File: config.mk
export PLATFORM = sky130hd
export DESIGN_NAME = click_classifier
export DESIGN_NICKNAME = d
export VERILOG_FILES = /design/src/rtl/click_classifier.sv
export SDC_FILE = /design/constraint.sdc
export NUM_CORES = 1
export LEC_CHECK = 0
export ABC_CLOCK_PERIOD_IN_PS = 6000
export CAP_MARGIN = 10
export CORE_MARGIN = 10
export CORE_UTILIZATION = 50
export DETAILED_ROUTE_END_ITERATION = 12
export GPL_TIMING_DRIVEN = 0
export PLACE_DENSITY = 0.8
export SYNTH_ARGS = -nofsm -noshare
export SYNTH_HDL_FRONTEND = slang
export SYNTH_SLANG_ARGS = --single-unit
export TNS_END_PERCENT = 20
File: constraint.sdc
create_clock -name clk -period 6 [get_ports clk]
set_clock_uncertainty 0.2 [all_clocks]
set_input_delay 1.5 -clock clk [delete_from_list [all_inputs] [get_ports clk]]
set_output_delay 1.5 -clock clk [all_outputs]
set_load 0.1 [all_outputs]
File: src/rtl/click_classifier.sv
// click_classifier: groups debounced press pulses into 1..MAX_CLICKS gestures
// and hands each gesture to a consumer as a single valid/ready event.
module click_classifier #(
  parameter int WINDOW_CYCLES = 25_000_000,
  parameter int MAX_CLICKS    = 3,
  parameter int CW            = $clog2(MAX_CLICKS + 1)
) (
  input  logic          clk,
  input  logic          reset,
  input  logic          press_edge,
  output logic          evt_valid,
  output logic [CW-1:0] evt_count,
  input  logic          evt_ready,
  output logic          busy,
  output logic          overflow
);

  // A one-cycle window would give a zero-width timer; keep at least one bit.
  localparam int            TW     = (WINDOW_CYCLES > 1) ? $clog2(WINDOW_CYCLES) : 1;
  localparam logic [TW-1:0] T_LAST = TW'(WINDOW_CYCLES - 1);
  localparam logic [CW-1:0] C_MAX  = CW'(MAX_CLICKS);

  typedef enum logic {
    IDLE    = 1'b0,
    COLLECT = 1'b1
  } state_t;

  state_t        state_q, state_d;
  logic [CW-1:0] clicks_q, clicks_d;
  logic [TW-1:0] timer_q, timer_d;
  logic          emit;
  logic [CW-1:0] emit_n;

  // Gesture state registers; reset discards any gesture in progress.
  always_ff @(posedge clk) begin
    if (reset) begin
      state_q  <= IDLE;
      clicks_q <= '0;
      timer_q  <= '0;
    end else begin
      state_q  <= state_d;
      clicks_q <= clicks_d;
      timer_q  <= timer_d;
    end
  end

  // Next-state: count clicks, restart the idle window on each press, and
  // close the gesture on reaching MAX_CLICKS or on window expiry. A press on
  // the expiry cycle takes priority and extends the gesture.
  always_comb begin
    state_d  = state_q;
    clicks_d = clicks_q;
    timer_d  = timer_q;
    emit     = 1'b0;
    emit_n   = '0;
    case (state_q)
      IDLE: begin
        if (press_edge) begin
          state_d  = COLLECT;
          clicks_d = CW'(1);
          timer_d  = '0;
        end
      end
      COLLECT: begin
        if (press_edge) begin
          if (clicks_q + 1'b1 == C_MAX) begin
            emit     = 1'b1;
            emit_n   = C_MAX;
            state_d  = IDLE;
            clicks_d = '0;
            timer_d  = '0;
          end else begin
            clicks_d = clicks_q + 1'b1;
            timer_d  = '0;
          end
        end else if (timer_q == T_LAST) begin
          emit     = 1'b1;
          emit_n   = clicks_q;
          state_d  = IDLE;
          clicks_d = '0;
          timer_d  = '0;
        end else begin
          timer_d = timer_q + 1'b1;
        end
      end
      default: begin
        state_d  = IDLE;
        clicks_d = '0;
        timer_d  = '0;
      end
    endcase
  end

  // Single-entry event holding register. A new gesture may replace an event
  // being accepted this cycle; otherwise it is dropped while one is pending
  // and the sticky overflow flag records the loss.
  always_ff @(posedge clk) begin
    if (reset) begin
      evt_valid <= 1'b0;
      evt_count <= '0;
      overflow  <= 1'b0;
    end else if (emit) begin
      if (!evt_valid || evt_ready) begin
        evt_valid <= 1'b1;
        evt_count <= emit_n;
      end else begin
        overflow <= 1'b1;
      end
    end else if (evt_valid && evt_ready) begin
      evt_valid <= 1'b0;
    end
  end

  assign busy = (state_q == COLLECT);

endmodule
==> run metrics <==
worst slack, placed=approximately 2.3 ns; Final #Nets=roughly 240; mux contribution to synthesized area=0.0228; Power Dens Cells=between 150 and 200 mW/mm²; CTS Buf Count=5; FMAX=272 MHz; Setup TNS=0 ns; CP Data Required Time=about 4.3 ns; DR DRC count=0; Clock transition at path regs=0.12 ns; ant diodes=0; CP max stage cell=clkdlybuf4s50_1; worst-case clock buffer depth=2; main combinational cell family by area after synthesis=simple AND/OR/NAND/NOR gates; DR pass1 iterations=5; ranking of synthesized cells by area=dfxtp_1 (35%), nand4_1 (4.8%), a21oi_1 (3.9%); number of synthesized flops with an enable pin=0; Max transition margin=0.349; run status=finished clean; hold slack=about 0.29 ns; Worst-Margin Slew=0.973 ns; FILL cells=about 330; # IOs=9; Setup WS post-layout=about 2.3 ns; drt total wl=between 4000 and 5000 µm; initial antenna violation count=0; die width=80.2 µm; synth warn=0; RSZ-0062 raised after global routing=false; largest net degree at the start of global routing=11; xor and xnor area share after synthesis=0.00966; global-route total usage across every layer=0.154; final setup vio count=0; clk_lat worst skew=between 0.3 and 0.4 ns; CTS tree=done; DR WL/cell=around 17 µm; final hold violation count=0; hpwl dp=3410 µm; H-tree levels=2; first-pass GRT wire length=approximately 8000 µm; CP Capture Type=primary output; Rows=21; dominant cell type by area after synthesis=dfxtp_1; post-synthesis instance total=217; Synthesized Nets=between 200 and 250; Critical Path Source Type=register; synthesized flop and latch total=32; Post-synth top cells=dfxtp_1 (32), nand2_1 (15), nor2_1 (15), a21oi_1 (14), nand4_1 (14); most frequent cell after synthesis=dfxtp_1; critical path's top delay family=buffers and inverters; Setup CP Type=register to primary output; Netlist Area Pre-Place=about 0.0018 mm²; Lkg Pwr=slightly below 0.7 nW; DR vias=roughly 1,800; post-CTS sizing=0; final slew viol count=0; vias per cell=about 6.6; CP bufs+invs=1; Final Cycle Share=0.614; HP Class=register to register; Core ar.=around 0.0034 mm²; Root Driver=clkbuf_4; Yosys top cell area share=0.353; Buffers on Ports=8; post-synthesis compound-gate area fraction=0.235; critical path, cell by cell=clkdlybuf4s50_1; Peak supply drop=0.000147 V; average size of a mapped cell=between 8 and 9 µm²; initial core utilization=0.531; Area Overhead vs Synth=11.0%; post-synthesis cell type count=52; max cap viols=0; DR iter-0 viols=between 150 and 200; Critical Path AT=1.98 ns; Final Instance Area=roughly 0.0020 mm²; GPL Wtd Cong=0.924; sequential-to-total area share from yosys stat=0.353; dpl cell area=~0.002 mm²; Async S/R FF share, synth=0; die area=~0.0064 mm²; adder-cell share of the synthesized area=0.00690; post-CTS setup buffers=0; Critical Path Fanout Max=6; total gr overflow=0; post-synthesis simple-gate area fraction=0.333; Top FF cell, synth=dfxtp_1; height of the die=around 80 µm; Final min period=~3.7 ns; Hold-fix buffers, CTS=0; Antenna Nets Post-Route=0; max incr delay on CP=roughly 1.2 ns; Sink Count=32; fraction of layout cells with a size suffix above 1=0.0901; vias in the first global route=1,671
## cells in the final DEF (no fill, tap or decap), types with 6 or more instances in the layout
master	count
clkdlybuf4s50_1	8
nand4_1	14
and3_1	7
nor2_1	15
nand2_1	15
clkbuf_1	6
and4_1	7
nor3_1	7
dfxtp_1	32
nand3_1	9
a21oi_1	14
## stage by stage
stage | total power (W) | std cells | utilization
floorplan | 0.000244 | 217 | -
global placement | 0.000255 | 271 | 0.571
detailed placement | 0.000255 | 271 | 0.571
CTS | 0.000386 | 279 | 0.589
global route | 0.000400 | 279 | 0.589
finish | 0.000385 | 279 | 0.589
## worst paths after layout
check | start | endpoint | slack [ns] | cells after the start
min reg2reg | timer_q[24] | timer_q[24] | 0.29 | 1
max reg2reg | timer_q[0] | evt_count[1] | 3.42 | 6
max | busy | busy | 2.32 | 1
min | timer_q[24] | timer_q[24] | 0.29 | 1
## cells by family after synthesis
group	after synthesis
xor gates and xnor gates	2
DFF	32
muxes	4
buffers and inverters	14
and+or+nand+nor	103
adders and majority gates	1
AOI/OAI and AO/OA	61
## flip-flops by register name, summed over array words and instances, names as in the netlist
| register | cells |
|---|---|
| timer_q | 25 |
| clicks_q | 2 |
| evt_count | 2 |
| busy | 1 |
| evt_valid | 1 |
| overflow | 1 |
## power breakdown
part           switching [W]  internal (W)
Sequential        0.00000264      0.000215
Combinational      0.0000242    0.00000964
Clock              0.0000781     0.0000557
## layer usage
layer	share of wire	routed length, µm	GRT usage	up-vias
li1	-	-	-	883
met1	0.44	2020	0.196	862
met2	0.47	2180	0.239	78
met3	0.073	337	0.0379	15
met4	0.020	93	0.0669	0
met5	0	0	0	-
## final cells by class
class,count,area (µm²),share of cell area
sequential,32,641,0.318
clock buffer,6,51.3,0.0255
tap,46,57.6,0.0286
inverter,4,15.0,0.00746
timing repair buffer,8,80.1,0.0398
buffer,10,55.1,0.0274
multi-input combinational,171,1100,0.548
clock inverter,2,10.0,0.00498
(Power assumes the default switching activity.)
